--- src/rtl/nf_sume_10g_tx_startup_fsm_if.sv ---
// Handshake bundle between the GT/QPLL environment and the TX startup sequencer.
// NF_SUME_TX_STARTUP_STATS_EN adds the lock_loss_count statistics signal.
interface nf_sume_10g_tx_startup_fsm_if;
    logic       qplllock;
    logic       tx_resetdone;
    logic       txuserrdy;
    logic       tx_ready;
    logic       tx_fail;
    logic [3:0] retry_count;
`ifdef NF_SUME_TX_STARTUP_STATS_EN
    logic [15:0] lock_loss_count;

    modport master (
        output qplllock, tx_resetdone,
        input  txuserrdy, tx_ready, tx_fail, retry_count, lock_loss_count
    );
    modport slave (
        input  qplllock, tx_resetdone,
        output txuserrdy, tx_ready, tx_fail, retry_count, lock_loss_count
    );
`else
    modport master (
        output qplllock, tx_resetdone,
        input  txuserrdy, tx_ready, tx_fail, retry_count
    );
    modport slave (
        input  qplllock, tx_resetdone,
        output txuserrdy, tx_ready, tx_fail, retry_count
    );
`endif
endinterface

--- src/rtl/nf_sume_10g_tx_startup_fsm.sv ---
// GT TX startup sequencer: QPLL lock -> paced txuserrdy -> wait tx_resetdone (timeout/retry) -> tx_ready.
// Define NF_SUME_TX_STARTUP_STATS_EN to add the saturating lock_loss_count statistic.
module nf_sume_10g_tx_startup_fsm #(
    parameter int SYNC_STAGES       = 4,
    parameter int USERRDY_DELAY     = 16,
    parameter int RESETDONE_TIMEOUT = 65535,
    parameter int MAX_RETRIES       = 3
) (
    input  logic                           txusrclk2,
    input  logic                           gttxreset,
    nf_sume_10g_tx_startup_fsm_if.slave    io_tx
);

    typedef enum logic [2:0] {
        ST_WAIT_LOCK = 3'd0,
        ST_DELAY     = 3'd1,
        ST_WAIT_DONE = 3'd2,
        ST_RETRY     = 3'd3,
        ST_READY     = 3'd4,
        ST_FAIL      = 3'd5
    } state_t;

    localparam logic [15:0] DLY_LAST = 16'(USERRDY_DELAY - 1);
    localparam logic [15:0] TO_LAST  = 16'(RESETDONE_TIMEOUT - 1);
    localparam logic [3:0]  MAX_R    = 4'(MAX_RETRIES);

    logic [SYNC_STAGES-1:0] r_lock_sync;
    logic [SYNC_STAGES-1:0] r_done_sync;
    state_t                 r_state;
    logic [15:0]            r_dly_cnt;
    logic [15:0]            r_to_cnt;
    logic [3:0]             r_retry_cnt;
    logic                   r_txuserrdy;
    logic                   r_tx_ready;
    logic                   r_tx_fail;

    state_t                 w_state_nxt;
    logic [15:0]            w_dly_nxt;
    logic [15:0]            w_to_nxt;
    logic [3:0]             w_retry_nxt;
    logic [3:0]             w_retry_inc;
    logic                   w_lock_s;
    logic                   w_done_s;

    // Both inputs are asynchronous to txusrclk2; only the last chain stage is used.
    always_ff @(posedge txusrclk2 or posedge gttxreset) begin
        if (gttxreset) begin
            r_lock_sync <= '0;
            r_done_sync <= '0;
        end else begin
            r_lock_sync <= {r_lock_sync[SYNC_STAGES-2:0], io_tx.qplllock};
            r_done_sync <= {r_done_sync[SYNC_STAGES-2:0], io_tx.tx_resetdone};
        end
    end

    assign w_lock_s    = r_lock_sync[SYNC_STAGES-1];
    assign w_done_s    = r_done_sync[SYNC_STAGES-1];
    assign w_retry_inc = (r_retry_cnt == 4'hF) ? 4'hF : r_retry_cnt + 4'd1;

    always_ff @(posedge txusrclk2 or posedge gttxreset) begin
        if (gttxreset) begin
            r_state     <= ST_WAIT_LOCK;
            r_dly_cnt   <= '0;
            r_to_cnt    <= '0;
            r_retry_cnt <= '0;
            r_txuserrdy <= 1'b0;
            r_tx_ready  <= 1'b0;
            r_tx_fail   <= 1'b0;
        end else begin
            r_state     <= w_state_nxt;
            r_dly_cnt   <= w_dly_nxt;
            r_to_cnt    <= w_to_nxt;
            r_retry_cnt <= w_retry_nxt;
            // Outputs decode the next state so they change on the same edge as the state.
            r_txuserrdy <= (w_state_nxt == ST_WAIT_DONE) || (w_state_nxt == ST_READY);
            r_tx_ready  <= (w_state_nxt == ST_READY);
            r_tx_fail   <= (w_state_nxt == ST_FAIL);
        end
    end

    // Lock loss is tested first in every lockable state so it wins over all other exits.
    always_comb begin
        w_state_nxt = r_state;
        w_dly_nxt   = r_dly_cnt;
        w_to_nxt    = r_to_cnt;
        w_retry_nxt = r_retry_cnt;
        case (r_state)
            ST_WAIT_LOCK: begin
                if (w_lock_s) begin
                    w_state_nxt = ST_DELAY;
                    w_dly_nxt   = '0;
                end
            end
            ST_DELAY: begin
                if (!w_lock_s) begin
                    w_state_nxt = ST_WAIT_LOCK;
                end else if (r_dly_cnt == DLY_LAST) begin
                    w_state_nxt = ST_WAIT_DONE;
                    w_to_nxt    = '0;
                end else begin
                    w_dly_nxt = r_dly_cnt + 16'd1;
                end
            end
            ST_WAIT_DONE: begin
                if (!w_lock_s) begin
                    w_state_nxt = ST_WAIT_LOCK;
                end else if (w_done_s) begin
                    w_state_nxt = ST_READY;
                end else if (r_to_cnt == TO_LAST) begin
                    w_retry_nxt = w_retry_inc;
                    w_state_nxt = (w_retry_inc >= MAX_R) ? ST_FAIL : ST_RETRY;
                    w_dly_nxt   = '0;
                end else begin
                    w_to_nxt = r_to_cnt + 16'd1;
                end
            end
            ST_RETRY: begin
                if (!w_lock_s) begin
                    w_state_nxt = ST_WAIT_LOCK;
                end else if (r_dly_cnt == DLY_LAST) begin
                    w_state_nxt = ST_DELAY;
                    w_dly_nxt   = '0;
                end else begin
                    w_dly_nxt = r_dly_cnt + 16'd1;
                end
            end
            ST_READY: begin
                if (!w_lock_s) begin
                    w_state_nxt = ST_WAIT_LOCK;
                end else if (!w_done_s) begin
                    w_state_nxt = ST_WAIT_DONE;
                    w_to_nxt    = '0;
                end
            end
            ST_FAIL: begin
                w_state_nxt = ST_FAIL;
            end
            default: begin
                w_state_nxt = ST_WAIT_LOCK;
            end
        endcase
    end

    assign io_tx.txuserrdy   = r_txuserrdy;
    assign io_tx.tx_ready    = r_tx_ready;
    assign io_tx.tx_fail     = r_tx_fail;
    assign io_tx.retry_count = r_retry_cnt;

`ifdef NF_SUME_TX_STARTUP_STATS_EN
    logic [15:0] r_lock_loss_cnt;
    logic        w_lock_lost;

    assign w_lock_lost = !w_lock_s &&
                         ((r_state == ST_DELAY) || (r_state == ST_WAIT_DONE) ||
                          (r_state == ST_RETRY) || (r_state == ST_READY));

    always_ff @(posedge txusrclk2 or posedge gttxreset) begin
        if (gttxreset) begin
            r_lock_loss_cnt <= '0;
        end else if (w_lock_lost && (r_lock_loss_cnt != 16'hFFFF)) begin
            r_lock_loss_cnt <= r_lock_loss_cnt + 16'd1;
        end
    end

    assign io_tx.lock_loss_count = r_lock_loss_cnt;
`endif

endmodule

--- src/flat_wrapper.sv ---
// flat-port wrapper written by rule: the top's interface ports become plain ports
module nf_sume_10g_tx_startup_fsm_flat 
#(
    parameter int SYNC_STAGES       = 4,
    parameter int USERRDY_DELAY     = 16,
    parameter int RESETDONE_TIMEOUT = 65535,
    parameter int MAX_RETRIES       = 3
)
  (txusrclk2, gttxreset, io_tx_qplllock, io_tx_tx_resetdone, io_tx_txuserrdy, io_tx_tx_ready, io_tx_tx_fail, io_tx_retry_count);
  nf_sume_10g_tx_startup_fsm_if io_tx_i ();
  input  logic txusrclk2;
  input  logic gttxreset;
  input wire logic [$bits(io_tx_i.qplllock)-1:0] io_tx_qplllock;
  input wire logic [$bits(io_tx_i.tx_resetdone)-1:0] io_tx_tx_resetdone;
  output wire logic [$bits(io_tx_i.txuserrdy)-1:0] io_tx_txuserrdy;
  output wire logic [$bits(io_tx_i.tx_ready)-1:0] io_tx_tx_ready;
  output wire logic [$bits(io_tx_i.tx_fail)-1:0] io_tx_tx_fail;
  output wire logic [$bits(io_tx_i.retry_count)-1:0] io_tx_retry_count;
  assign io_tx_i.qplllock = io_tx_qplllock;
  assign io_tx_i.tx_resetdone = io_tx_tx_resetdone;
  assign io_tx_txuserrdy = io_tx_i.txuserrdy;
  assign io_tx_tx_ready = io_tx_i.tx_ready;
  assign io_tx_tx_fail = io_tx_i.tx_fail;
  assign io_tx_retry_count = io_tx_i.retry_count;
  nf_sume_10g_tx_startup_fsm #(.SYNC_STAGES(SYNC_STAGES), .USERRDY_DELAY(USERRDY_DELAY), .RESETDONE_TIMEOUT(RESETDONE_TIMEOUT), .MAX_RETRIES(MAX_RETRIES)) u_core (.txusrclk2(txusrclk2), .gttxreset(gttxreset), .io_tx(io_tx_i));
endmodule
--- config.mk ---
export PLATFORM = sky130hd
export DESIGN_NAME = nf_sume_10g_tx_startup_fsm_flat
export DESIGN_NICKNAME = d
export VERILOG_FILES = /design/src/rtl/nf_sume_10g_tx_startup_fsm_if.sv /design/src/rtl/nf_sume_10g_tx_startup_fsm.sv /design/src/flat_wrapper.sv
export SDC_FILE = /design/constraint.sdc
export NUM_CORES = 1
export LEC_CHECK = 0
export BUFFER_PORTS_ARGS = -buffer_cell sky130_fd_sc_hd__buf_2
export CAP_MARGIN = 20
export CELL_PAD_IN_SITES_DETAIL_PLACEMENT = 0
export CELL_PAD_IN_SITES_GLOBAL_PLACEMENT = 1
export CORE_MARGIN = 2
export CORE_UTILIZATION = 50
export CTS_BUF_LIST = sky130_fd_sc_hd__clkbuf_4
export CTS_CLUSTER_SIZE = 14
export DETAILED_ROUTE_END_ITERATION = 8
export PLACE_DENSITY = 0.92
export SLEW_MARGIN = 20
export SYNTH_ARGS = -nofsm -noshare
export SYNTH_HDL_FRONTEND = slang
export SYNTH_SLANG_ARGS = --single-unit
export TNS_END_PERCENT = 100
--- constraint.sdc ---
create_clock -name txusrclk2 -period 2.7 [get_ports txusrclk2]
set_input_delay 0 -clock txusrclk2 [delete_from_list [all_inputs] [get_ports txusrclk2]]
set_output_delay 0 -clock txusrclk2 [all_outputs]
set_load 0.1 [all_outputs]
# Word-level counts from Yosys, hierarchy flattened
# Index checks and enable logic that the tools add are counted.
[classes]
n_lt_le_gt_ge = 1
bitwise = 1
muxes = 30
addsub = 3
n_eq_ne = 22
n_shift = 0
n_reduce_logical = 7
n_mul = 0
n_div = 0
[op_table]
columns = ["cell", "n"]
rows = [
  ["2-to-1 mux 16 bit", 15],
  ["case mux 16 bit (4 select lines)", 1],
  ["case mux 16 bit (3 select lines)", 1],
  ["2-to-1 mux 3 bit", 11],
  ["adder 16 x 1 -> 16 bit (second input constant)", 2],
  ["case mux 3 bit (6 select lines)", 1],
  ["equality test 16 bit (second input constant)", 1],
  ["equality test 16 x 4 -> 1 bit (second input constant)", 1],
  ["AND reduction 8 bit", 2],
  ["!= test 2 x 1 -> 1 bit (second input constant)", 7],
  ["equality test 3 bit (second input constant)", 4],
  ["equality test 3 x 2 -> 1 bit (second input constant)", 3],
  ["!= test 2 bit (second input constant)", 4],
  ["adder 4 x 1 -> 4 bit (second input constant)", 1],
  ["equality test 4 bit (second input constant)", 1],
  ["greater-or-equal comparator 4 x 2 -> 1 bit (second input constant)", 1],
  ["2-to-1 mux 4 bit", 1],
  ["AND reduction 4 bit", 1],
  ["nonzero test 4 bit", 1],
  ["equality test 3 x 1 -> 1 bit (second input constant)", 1],
  ["zero test 3 bit", 1],
  ["nonzero test 3 bit", 1],
  ["logical OR 1 bit", 1],
  ["NOT 1 bit", 1],
]
[word_totals]
ram_bits = 0
latch_bits = 0
wordCells = 73
romBits = 0
inputBits = 4
reg_bits = 50
output_inout_bits = 7
memories = 0

# Logic depth before layout (Yosys ltp)
# Gate-level depths: netlist of the first run.
[depth]
word_depth = 10
mapped_depth = 9
mapped_depth_nobuf = 7

# Least setup slack after synthesis of the first run
# No wires, ideal clock.
[synth_timing]
path_type = "register to register"
start = "reg u_core.r_retry_cnt[0] (netlist: u_core.io_tx.retry_count[0])"
end = "reg u_core.r_txuserrdy (netlist: u_core.io_tx.txuserrdy)"
period_less_slack_ns = 2.613
arrival_ns = 2.485
stages_incl_launch_ff = 7
n_path_buf = 0
path_slack_ns = 0.087
setup_ns = 0.128
required_ns = 2.572
path_cell_list = "dfrtp_1 ha_1 a21bo_2 a2111oi_0 o21bai_1 a31oi_1 o21bai_1"
[synth_between]
elab_chain_len = 10
word_cells_on_any_way = 12
classes_between = "1 x add/sub; 1 x order compare; 3 x eq/ne; 6 x mux; 1 x reduce/logical"
[synth_rtl]
columns = ["element", "line_no", "source"]
rows = [
  ["start, declared", "nf_sume_10g_tx_startup_fsm.sv:32", "logic [3:0] r_retry_cnt;"],
  ["start signal, assigned", "nf_sume_10g_tx_startup_fsm.sv:73", "r_retry_cnt <= w_retry_nxt;"],
  ["adder 4 x 1 -> 4 bit / equality test 4 bit (equally long branches)", "nf_sume_10g_tx_startup_fsm.sv:58", "assign w_retry_inc = (r_retry_cnt == 4'hF) ? 4'hF : r_retry_cnt + 4'd1;"],
  ["2-to-1 mux 4 bit (*)", "nf_sume_10g_tx_startup_fsm.sv:58", ""],
  ["greater-or-equal comparator 4 x 2 -> 1 bit (*)", "nf_sume_10g_tx_startup_fsm.sv:111", "w_state_nxt = (w_retry_inc >= MAX_R) ? ST_FAIL : ST_RETRY;"],
  ["2-to-1 mux 3 bit (*)", "nf_sume_10g_tx_startup_fsm.sv:111", ""],
  ["2-to-1 mux 3 bit (*)", "nf_sume_10g_tx_startup_fsm.sv:109", "end else if (r_to_cnt == TO_LAST) begin"],
  ["2-to-1 mux 3 bit (*)", "nf_sume_10g_tx_startup_fsm.sv:107", "end else if (w_done_s) begin"],
  ["2-to-1 mux 3 bit (*)", "nf_sume_10g_tx_startup_fsm.sv:105", "if (!w_lock_s) begin"],
  ["case mux 3 bit (6 select lines) (*)", "nf_sume_10g_tx_startup_fsm.sv:87", "case (r_state)"],
  ["equality test 3 x 2 -> 1 bit / equality test 3 bit (equally long branches)", "nf_sume_10g_tx_startup_fsm.sv:75", "r_txuserrdy <= (w_state_nxt == ST_WAIT_DONE) || (w_state_nxt == ST_READY);"],
  ["logical OR 1 bit (*)", "nf_sume_10g_tx_startup_fsm.sv:75", ""],
  ["end signal, assigned", "nf_sume_10g_tx_startup_fsm.sv:75", ""],
  ["end, declared", "nf_sume_10g_tx_startup_fsm.sv:33", "logic r_txuserrdy;"],
]
# Mark *: on every way between the ends. The rest lies on a longest branch, timed or not.
# A chain may end at the register's enable or synchronous reset.

# Worst setup path after layout of the first run
# Same ends and word-level chain as after synthesis.

==> flow_metrics.py, run 1 <==
metrics = {
    "status": {
        "status": "finished, final reports clean",
    },
    "detailed_routing": {
        "routed_wl_mm": 5.667,
        "drtIter0Drc": 220,
        "drt-vias-per-instance": 6.175,
        "routedWlPerCell_um": 15.53,
        "final_antenna_net_count": 0,
        "drtPass1Iterations": 4,
        "num_vias": 2254,
        "drc": 0,
    },
    "final_layout": {
        "fin_util_pct": 55.70,
        "final_common_cell": "dfrtp_1",
        "syn2layout_area_growth_pct": 6.090,
        "drive_gt1_share_pct": 11.19,
        "nFillCells": 500,
        "nets": 302,
        "antennaDiodeCount": 0,
        "final_cell_mix": "dfrtp_1, nand2_1, nand3_1",
    },
    "pwr": {
        "ir_drop_v": 0.0002856,
        "clock_power_share_pct": 28.5,
        "leakagePower_nw": 1.191,
        "powerDensity_nw_per_um2": 419.7,
        "p_seq_share_pct": 64.4,
        "p_int_mw": 0.8969,
        "p_sw_mw": 0.3197,
        "switching_share_pct": 26.28,
        "comb_power_share_pct": 7.1,
    },
    "timing": {
        "timing.final.max_slew_violations": 0,
        "rsz0062_at_grt": "no",
        "fin_crit_ps": 2348,
        "report.final.setup_viol": 0,
        "max_freq_ghz": 0.4260,
        "fin_crit_sh_pct": 86.95,
        "fin_skew_ps": 8.182,
        "max_slew_margin_pct": 44.61,
        "tightest_slew_ps": 829.9,
        "tns_ps": 0,
        "final_hold_viol_count": 0,
    },
    "setup_path": {
        "critPathLaunchType": "register",
        "arrival_ps": 2610,
        "r2r_slack_ps": 350,
        "worst-setup-path-type": "register to register",
        "required_ps": 2960,
        "cp-end-kind": "register",
        "crit_fanout": 7,
    },
    "clock_network": {
        "cts_root_buf": "clkbuf_4",
        "tritoncts": "done",
        "cts_buffer_depth": 2,
        "worst_setup_hold_path_clk_slew_ps": 140,
        "numCtsBuffers": 5,
        "cts_resized": 0,
        "cts_max_level": 2,
        "ctsHoldBuffers": 3,
        "cts_sinks": 50,
        "post_cts_buffers": 0,
        "clock_latency_ps": 370,
    },
    "floorplanning": {
        "die_area_um2": 6072,
        "fp-row-count": 26,
        "io_pins": 11,
        "die_h_um": 77.93,
        "initial_core_util_pct": 52.50,
        "chipWidth_um": 77.93,
        "core_um2": 5205,
    },
    "yosys": {
        "netlist_instances": 286,
        "ys_seq_area_share_pct": 45.79,
        "ys_ff_latch": 50,
        "synth_area_um2": 2733,
        "synth-edff-count": 0,
        "synthFlopType": "dfrtp_1",
        "syn-num-nets": 294,
        "syn_area_per_cell_um2": 9.555,
        "async_reset_ff_share_pct": 100.0,
        "yosysUniqueCellTypes": 51,
        "yosysWarnings": 0,
    },
    "global_route": {
        "gr-total-overflow": 0,
        "grt_max_degree": 51,
        "antenna_found_initial": 0,
        "grtUsageTotal_pct": 20.10,
        "grt_pass1_wl_mm": 9.784,
        "grt_pass1_vias": 2083,
    },
    "hold_path": {
        "hold_path.class": "input port to register",
    },
    "placement": {
        "dpl.hpwl_mm": 3.884,
        "gp_congestion": 0.8000,
        "io_buffers": 10,
    },
    "job": {
        "maxCapViolCount": 0,
    },
}
critical path, stage by stage (launching register included):
cell	delay, ps
dfrtp_1	480
ha_1	280
a21bo_2	240
a2111oi_0	650
o21bai_1	120
a31oi_1	360
o21bai_1	110
power by group through the flow:
stage | clock (mW) | sequential (mW) | combinational, mW
2_1_floorplan | 0 | 0.789 | 0.0726
3_3_place_gp | 0 | 0.797 | 0.0829
3_5_place_dp | 0 | 0.798 | 0.0844
4_1_cts | 0.355 | 0.784 | 0.0878
5_1_grt | 0.379 | 0.788 | 0.0989
6_report | 0.346 | 0.784 | 0.0862
through the flow:
step	cells	hold WS (ps)	area [µm²]	power, mW	setup WS (ps)
6_report	365	262.9	2899	1.217	352.4
2_1_floorplan	286	31.43	2733	0.8620	86.64
3_5_place_dp	354	109.9	2810	0.8823	380.8
5_1_grt	365	246.9	2899	1.266	122.0
4_1_cts	365	245.5	2898	1.226	344.8
3_3_place_gp	354	109.0	2810	0.8798	450.5
synthesized netlist by cell type, types with 2 or more instances:
| master | instances | area [µm²] |
|---|---|---|
| clkbuf_1 | 5 | 18.77 |
| nand4_1 | 9 | 56.30 |
| ha_1 | 4 | 50.05 |
| o21bai_1 | 2 | 15.01 |
| nand3_1 | 20 | 100.1 |
| or3_1 | 4 | 25.02 |
| nor2_1 | 17 | 63.81 |
| o22a_1 | 9 | 78.83 |
| and3_1 | 8 | 50.05 |
| and2_1 | 4 | 25.02 |
| nand3b_1 | 2 | 15.01 |
| a41oi_1 | 6 | 52.55 |
| o31ai_1 | 8 | 60.06 |
| mux2_2 | 2 | 22.52 |
| o32ai_1 | 2 | 17.52 |
| buf_2 | 6 | 30.03 |
| nand2_1 | 27 | 101.4 |
| buf_4 | 3 | 22.52 |
| nor3_1 | 2 | 10.01 |
| o21ai_0 | 11 | 55.05 |
| inv_1 | 9 | 33.78 |
| xnor2_1 | 3 | 26.28 |
| nor2b_1 | 5 | 31.28 |
| a21oi_1 | 19 | 95.09 |
| nor4_1 | 2 | 12.51 |
| and4_1 | 5 | 43.79 |
| nor3b_2 | 2 | 25.02 |
| a31oi_1 | 8 | 50.05 |
| dfrtp_1 | 50 | 1251 |
| or4_1 | 9 | 67.56 |
| nand2b_1 | 3 | 18.77 |
path summary, 6_finish.rpt:
path / endpoint / cells past startpoint / startpoint
min reg2reg: u_core.r_lock_sync[3] / 0 / u_core.r_lock_sync[2]
min: u_core.r_lock_sync[0] / 2 / io_tx_qplllock
min in group asynchronous: u_core.r_dly_cnt[1] / 3 / gttxreset
max reg2reg: u_core.io_tx.txuserrdy / 6 / u_core.io_tx.retry_count[0]
max in group asynchronous: u_core.io_tx.retry_count[2] / 3 / gttxreset
max: u_core.io_tx.txuserrdy / 6 / u_core.io_tx.retry_count[0]
final cells by class:
cell class	count	area [µm²]	share of cell area, %
multi-input cells	212	1365	47.09
flip-flops and latches	50	1251	43.16
repair buffers	16	102.6	3.539
well taps	70	87.58	3.021
clock buffers	5	37.54	1.295
inverters	9	35.03	1.208
clock inverters	3	20.02	0.6905
sequential cells by signal, indices dropped and copies added, names as in the netlist:
signal,count
u_core.r_lock_sync,4
u_core.io_tx.txuserrdy,1
u_core.r_state,3
u_core.r_to_cnt,16
u_core.r_done_sync,4
u_core.r_dly_cnt,16
u_core.io_tx.retry_count,4
u_core.io_tx.tx_ready,1
u_core.io_tx.tx_fail,1
kinds of logic after synthesis:
family,after synthesis,synth area share [%]
multiplexers,2,0.8241
AND/OR/NAND/NOR,126,26.46
buffers and inverters,24,4.258
adder cells (fa/ha/maj),4,1.832
AO/OA/AOI/OAI,77,19.87
XOR/XNOR,3,0.9617
flip-flops,50,45.79
layer usage:
layer  part of all wire (%)  wire, µm  GRT usage (%)  vias up
li1                       -         -              -     1096
met1                     50      2829          29.11     1089
met2                     44      2481          30.69       59
met3                    4.7       268          2.791       10
met4                    1.6        89          7.895        0
met5                      0         0              0        -
Power figures use the tool's default switching activity.
==> run 2: changes to the inputs <==
--- a/config.mk
+++ b/config.mk
@@ -7,14 +7,12 @@
 export LEC_CHECK = 0
 export BUFFER_PORTS_ARGS = -buffer_cell sky130_fd_sc_hd__buf_2
 export CAP_MARGIN = 20
-export CELL_PAD_IN_SITES_DETAIL_PLACEMENT = 0
-export CELL_PAD_IN_SITES_GLOBAL_PLACEMENT = 1
 export CORE_MARGIN = 2
-export CORE_UTILIZATION = 50
+export CORE_UTILIZATION = 35
 export CTS_BUF_LIST = sky130_fd_sc_hd__clkbuf_4
 export CTS_CLUSTER_SIZE = 14
 export DETAILED_ROUTE_END_ITERATION = 8
-export PLACE_DENSITY = 0.92
+export PLACE_DENSITY = 0.6
 export SLEW_MARGIN = 20
 export SYNTH_ARGS = -nofsm -noshare
 export SYNTH_HDL_FRONTEND = slang
==> flow_metrics.py, run 2 (same netlist as run 1, synthesis figures left out) <==
metrics = {
    "global_route": {
        "grt_pass1_vias": 2210,
        "grtUsageTotal_pct": 14.81,
        "grt_max_degree": 51,
        "antenna_found_initial": 0,
        "gr-total-overflow": 0,
        "grt_pass1_wl_mm": 10.39,
    },
    "detailed_routing": {
        "drt-vias-per-instance": 5.680,
        "drtIter0Drc": 149,
        "routed_wl_mm": 5.750,
        "final_antenna_net_count": 0,
        "drc": 0,
        "drtPass1Iterations": 4,
        "num_vias": 2255,
        "routedWlPerCell_um": 14.48,
    },
    "timing": {
        "tightest_slew_ps": 865.5,
        "tns_ps": 0,
        "fin_skew_ps": 19.59,
        "report.final.setup_viol": 0,
        "max_slew_margin_pct": 42.30,
        "holdWs_ps": 283.2,
        "fin_crit_ps": 2325,
        "final_hold_viol_count": 0,
        "max_freq_ghz": 0.4300,
        "timing.final.max_slew_violations": 0,
        "fin_crit_sh_pct": 86.13,
        "rsz0062_at_grt": "no",
    },
    "setup_path": {
        "crit_slowest_cell": "nor2_1",
        "crit_path_max_incr_delay_ps": 670,
        "critPathLaunchType": "register",
        "r2r_start": "u_core.r_dly_cnt[4]",
        "cp_common_cell": "nor2_1",
        "r2r_slack_ps": 370,
        "worst-setup-path-type": "register to register",
        "arrival_ps": 2560,
        "cp-end-kind": "register",
        "r2r-end": "u_core.r_dly_cnt[12]",
        "required_ps": 2930,
        "r2r_cells": 5,
        "crit_chain": "nor4b_1 > and4_1 > a21oi_1 > nor2_1 > nor2_1",
        "crit_fanout": 12,
        "crit_start": "u_core.r_dly_cnt[4]",
        "cp-endpoint": "u_core.r_dly_cnt[12]",
    },
    "pwr": {
        "ir_drop_v": 0.0003117,
        "powerDensity_nw_per_um2": 435.5,
        "leakagePower_nw": 1.205,
    },
    "clock_network": {
        "post_cts_buffers": 0,
        "cts_sinks": 50,
        "cts_root_buf": "clkbuf_4",
        "numCtsBuffers": 5,
        "tritoncts": "done",
        "worst_setup_hold_path_clk_slew_ps": 140,
        "cts_max_level": 2,
        "cts_resized": 0,
        "cts_buffer_depth": 2,
        "clock_latency_ps": 370,
    },
    "final_layout": {
        "syn2layout_area_growth_pct": 8.333,
        "final_cell_count_no_fill": 397,
        "largestRegisters": "u_core.r_dly_cnt (16), u_core.r_to_cnt (16)",
        "nFillCells": 751,
        "final_common_cell": "dfrtp_1",
        "regArea_um2": 1251,
        "multiInputGateArea_um2": 1365,
        "antennaDiodeCount": 0,
        "nets": 303,
        "final_cell_mix": "dfrtp_1, nand2_1, nand3_1",
        "fin_util_pct": 38.71,
        "drive_gt1_share_pct": 11.19,
    },
    "placement": {
        "dpl.cell_count": 387,
        "dpl.hpwl_mm": 3.998,
        "gp_congestion": 0.8177,
        "io_buffers": 10,
    },
    "job": {
        "maxCapViolCount": 0,
    },
    "floorplanning": {
        "io_pins": 11,
        "initial_core_util_pct": 35.73,
        "chipWidth_um": 92.36,
        "core_um2": 7647,
        "fp-row-count": 32,
        "die_h_um": 92.36,
        "die_area_um2": 8530,
    },
    "status": {
        "status": "finished, final reports clean",
    },
    "hold_path": {
        "hold_path.class": "input port to register",
    },
}
==> run 2: cell types whose count changed in the layout (fill, tap and decap cells not counted) <==
cell        before  now
bufinv_16        0    1
inv_6            1    0
buf_4            3    4
clkinvlp_4       1    0
==> run 2: worst min path at each step <==
stage	end	start	slack, ps	cells after the start
CTS	u_core.r_lock_sync[0]	io_tx_qplllock	260	2
detailed placement	u_core.r_lock_sync[0]	io_tx_qplllock	110	1
floorplan	u_core.r_done_sync[0]	io_tx_tx_resetdone	30	0
global placement	u_core.r_done_sync[0]	io_tx_tx_resetdone	110	1
global route	u_core.r_lock_sync[0]	io_tx_qplllock	260	2
finish	u_core.r_lock_sync[0]	io_tx_qplllock	280	2
==> run 2: report_power, final <==
part / total, mW / internal, mW / switching, mW
registers: 0.783 / 0.765 / 0.0182
logic: 0.0874 / 0.0308 / 0.0566
clock network: 0.419 / 0.188 / 0.231
==> run 2: per-stage QoR <==
stage / worst slack (ps) / cell area (µm²) / power (mW)
6_report: 374.6 / 2960 / 1.289
5_1_grt: 180.7 / 2960 / 1.350
4_1_cts: 372.3 / 2959 / 1.307
3_5_place_dp: 395.3 / 2858 / 0.8842
3_3_place_gp: 398.3 / 2858 / 0.8828
2_1_floorplan: 86.64 / 2733 / 0.8620
==> run 2: layout make-up <==
| cell class | count | area share (%) |
|---|---|---|
| clock buffers | 5 | 1.268 |
| clock inverters | 2 | 1.141 |
| inverters | 9 | 1.183 |
| multi-input cells | 212 | 46.11 |
| flip-flops and latches | 50 | 42.27 |
| well taps | 102 | 4.311 |
| repair buffers | 17 | 3.719 |
==> run 2: critical path: cells and delay by family (launching register included) <==
kind             cells  cell delay (ps)
AO/OA/AOI/OAI        1              130
flip-flops           1              460
AND/OR/NAND/NOR      4             1600
==> run 2: timing repair <==
item | CTS | global route
setup endpoints to repair | 0 | 0
endpoints found under the hold margin | 52 | 0
hold buffers | 3 | 0
==> run 2: per-layer routing <==
layer | global-route usage, % | vias to the layer above | routed length (µm)
met3 | 2.197 | 7 | 166
met1 | 20.29 | 1111 | 2847
met4 | 4.726 | 0 | 79
met5 | 0 | - | 0
li1 | - | 1098 | -
met2 | 24.21 | 39 | 2657
==> run 3: changes to the inputs <==
--- a/config.mk
+++ b/config.mk
@@ -5,6 +5,7 @@
 export SDC_FILE = /design/constraint.sdc
 export NUM_CORES = 1
 export LEC_CHECK = 0
+export ABC_AREA = 1
 export BUFFER_PORTS_ARGS = -buffer_cell sky130_fd_sc_hd__buf_2
 export CAP_MARGIN = 20
 export CORE_MARGIN = 2
==> constraint.sdc (replaced) <==
create_clock -name txusrclk2 -period 2.7 [get_ports txusrclk2]
set_input_delay 0.54 -clock txusrclk2 [delete_from_list [all_inputs] [get_ports txusrclk2]]
set_output_delay 0.54 -clock txusrclk2 [all_outputs]
set_load 0.1 [all_outputs]
==> flow_metrics.py, run 3 <==
metrics = {
    "status": {
        "status": "finished, final reports clean",
    },
    "final_layout": {
        "nets": 430,
        "final_common_cell": "nand2_1",
        "drive_gt1_share_pct": 7.565,
        "antennaDiodeCount": 0,
        "final_cell_mix": "nand2_1, nor2_1, dfrtp_1",
        "syn2layout_area_growth_pct": 8.073,
        "nFillCells": 867,
        "largestRegisters": "u_core.r_dly_cnt (16), u_core.r_to_cnt (16)",
    },
    "placement": {
        "dpl.hpwl_mm": 4.632,
        "gp_congestion": 0.9332,
        "io_buffers": 10,
    },
    "setup_path": {
        "arrival_ps": 2350,
        "crit_path_max_incr_delay_ps": 410,
        "crit_fanout": 21,
        "required_ps": 2970,
        "worst-setup-path-type": "register to register",
        "cp-end-kind": "register",
        "critPathLaunchType": "register",
        "crit_chain": "ha_1 > nand2_1 > nor2_1 > inv_1 > nor2_1 > nand2_1 > nand2_1 > nand2_1 > a21oi_2 > buf_4 > inv_2 > nand2_1 > o21ai_0",
        "cp_common_cell": "nand2_1",
        "crit_slowest_cell": "dfrtp_1",
        "r2r_slack_ps": 620,
    },
    "pwr": {
        "clock_power_share_pct": 34.6,
        "p_seq_share_pct": 59.0,
        "p_sw_mw": 0.3269,
        "leakagePower_nw": 1.501,
        "ir_drop_v": 0.0002590,
        "switching_share_pct": 25.07,
        "p_int_mw": 0.9768,
        "comb_power_share_pct": 6.3,
        "powerDensity_nw_per_um2": 407.5,
        "total_power_mw": 1.304,
    },
    "detailed_routing": {
        "drc": 0,
        "drt-vias-per-instance": 4.727,
        "drtPass1Iterations": 5,
        "routed_wl_mm": 6.184,
        "drtIter0Drc": 152,
        "num_vias": 2496,
        "routedWlPerCell_um": 11.71,
        "final_antenna_net_count": 0,
    },
    "yosys": {
        "yosys-top-cells-count": "nand2_1, dfrtp_1, nor2_1, inv_1, nand3_1",
        "yosysUniqueCellTypes": 30,
        "yosysWarnings": 0,
        "syn-num-nets": 417,
        "synthFlopType": "dfrtp_1",
        "ys_ff_latch": 50,
        "ys_seq_area_share_pct": 42.27,
        "synth_area_um2": 2960,
        "ys_top_cells_by_area": "dfrtp_1, nand2_1, nor2_1",
        "syn_area_per_cell_um2": 7.238,
        "synth_most_common_cell": "nand2_1",
        "synth-edff-count": 0,
        "yosysTopAreaCellShare_pct": 42.27,
        "async_reset_ff_share_pct": 100.0,
        "post-synth-top-area-cell": "dfrtp_1",
        "netlist_instances": 409,
    },
    "hold_path": {
        "hold_path.class": "input port to async pin",
    },
    "floorplanning": {
        "core_um2": 8217,
        "initial_core_util_pct": 36.03,
        "die_h_um": 95.97,
        "fp-row-count": 33,
        "die_area_um2": 9209,
        "io_pins": 11,
        "chipWidth_um": 95.97,
    },
    "clock_network": {
        "worst_setup_hold_path_clk_slew_ps": 150,
        "clock_latency_ps": 370,
        "cts_resized": 0,
        "tritoncts": "done",
        "cts_root_buf": "clkbuf_4",
        "numCtsBuffers": 5,
        "post_cts_buffers": 0,
        "cts_sinks": 50,
        "cts_buffer_depth": 2,
        "cts_max_level": 2,
        "ctsHoldBuffers": 0,
    },
    "timing": {
        "fin_crit_ps": 2076,
        "rsz0062_at_grt": "no",
        "tightest_slew_ps": 691.6,
        "timing.final.max_slew_violations": 0,
        "tns_ps": 0,
        "report.final.setup_viol": 0,
        "fin_crit_sh_pct": 76.91,
        "fin_skew_ps": 5.934,
        "final_hold_viol_count": 0,
        "max_slew_margin_pct": 53.47,
        "max_freq_ghz": 0.4816,
    },
    "global_route": {
        "antenna_found_initial": 0,
        "use_met3_pct": 2.349,
        "gr-total-overflow": 0,
        "met2_usage_pct": 23.19,
        "grtUsageTotal_pct": 15.03,
        "grt_pass1_wl_mm": 10.92,
        "met1_usage_pct": 21.67,
        "grt_pass1_vias": 2324,
        "grt_max_degree": 29,
        "grt.busiest_layer": "met2",
    },
    "job": {
        "maxCapViolCount": 0,
    },
}
## run 3: changes by cell type after synthesis, sizes merged, moves of 15 or more
cell / change
nand2: +92
nor2: +33
inv: +43
o21ai: +21
xor2: +20
nand3: +15
## run 3: area by class of cell
class	count	area (µm²)	share of cell area [%]
Clock buffer	5	37.54	1.173
Clock inverter	3	43.79	1.369
Inverter	52	195.2	6.101
Multi-Input combinational cell	300	1468	45.87
Sequential cell	50	1251	39.11
Tap cell	105	131.4	4.106
Timing Repair Buffer	13	72.57	2.268
## run 3: path summary, 6_finish.rpt
path	startpoint	to	cells after the start
worst min register to register	u_core.r_done_sync[1]	u_core.r_done_sync[2]	0
min in group txusrclk2	io_tx_qplllock	u_core.r_lock_sync[0]	1
worst min-delay path	gttxreset	u_core.r_dly_cnt[2]	2
worst max-delay path	u_core.r_dly_cnt[0]	u_core.r_to_cnt[13]	13
worst max register to register	u_core.r_dly_cnt[0]	u_core.r_to_cnt[13]	13
max in group asynchronous	gttxreset	u_core.r_to_cnt[14]	3
## run 3: stage by stage
stage	utilization (%)	std cells	instance area (µm²)	hold WS, ps	setup slack [ps]
finish	38.94	528	3199	43.87	623.6
global route	38.94	528	3199	35.13	357.9
CTS	38.94	528	3199	35.73	630.6
detailed placement	37.95	520	3118	337.9	648.0
global placement	37.95	520	3118	333.0	666.0
floorplan	-	409	2960	331.2	597.1
## run 3: logic make-up after synthesis
group | synth area share (%)
simple gates | 32.25
buf+inv | 8.157
compound gates | 9.129
flops | 42.27
xor+xnor | 6.509
fa+ha+maj | 1.691
## run 3: worst max-delay path, delay by kind of cell, from the launching register on
family | cells | cell delay (ps)
and+or+nand+nor | 7 | 710
buffers and inverters | 3 | 470
DFF | 1 | 410
adders and majority gates | 1 | 220
AOI/OAI and AO/OA | 2 | 170
## run 3: metal layers
layer,part of all wire [%],wire length (µm)
met5,0,0
met1,53,3307
met3,3.0,186
met2,42,2605
met4,1.4,85
## run 3: power groups by stage
stage                     logic, mW  clock network (mW)  registers (mW)
after floorplan              0.0591                   0           0.791
after global placement       0.0840                   0           0.784
after detailed placement     0.0842                   0           0.784
after CTS                    0.0848               0.469           0.770
after global routing         0.0957               0.493           0.772
final                        0.0824               0.452           0.770
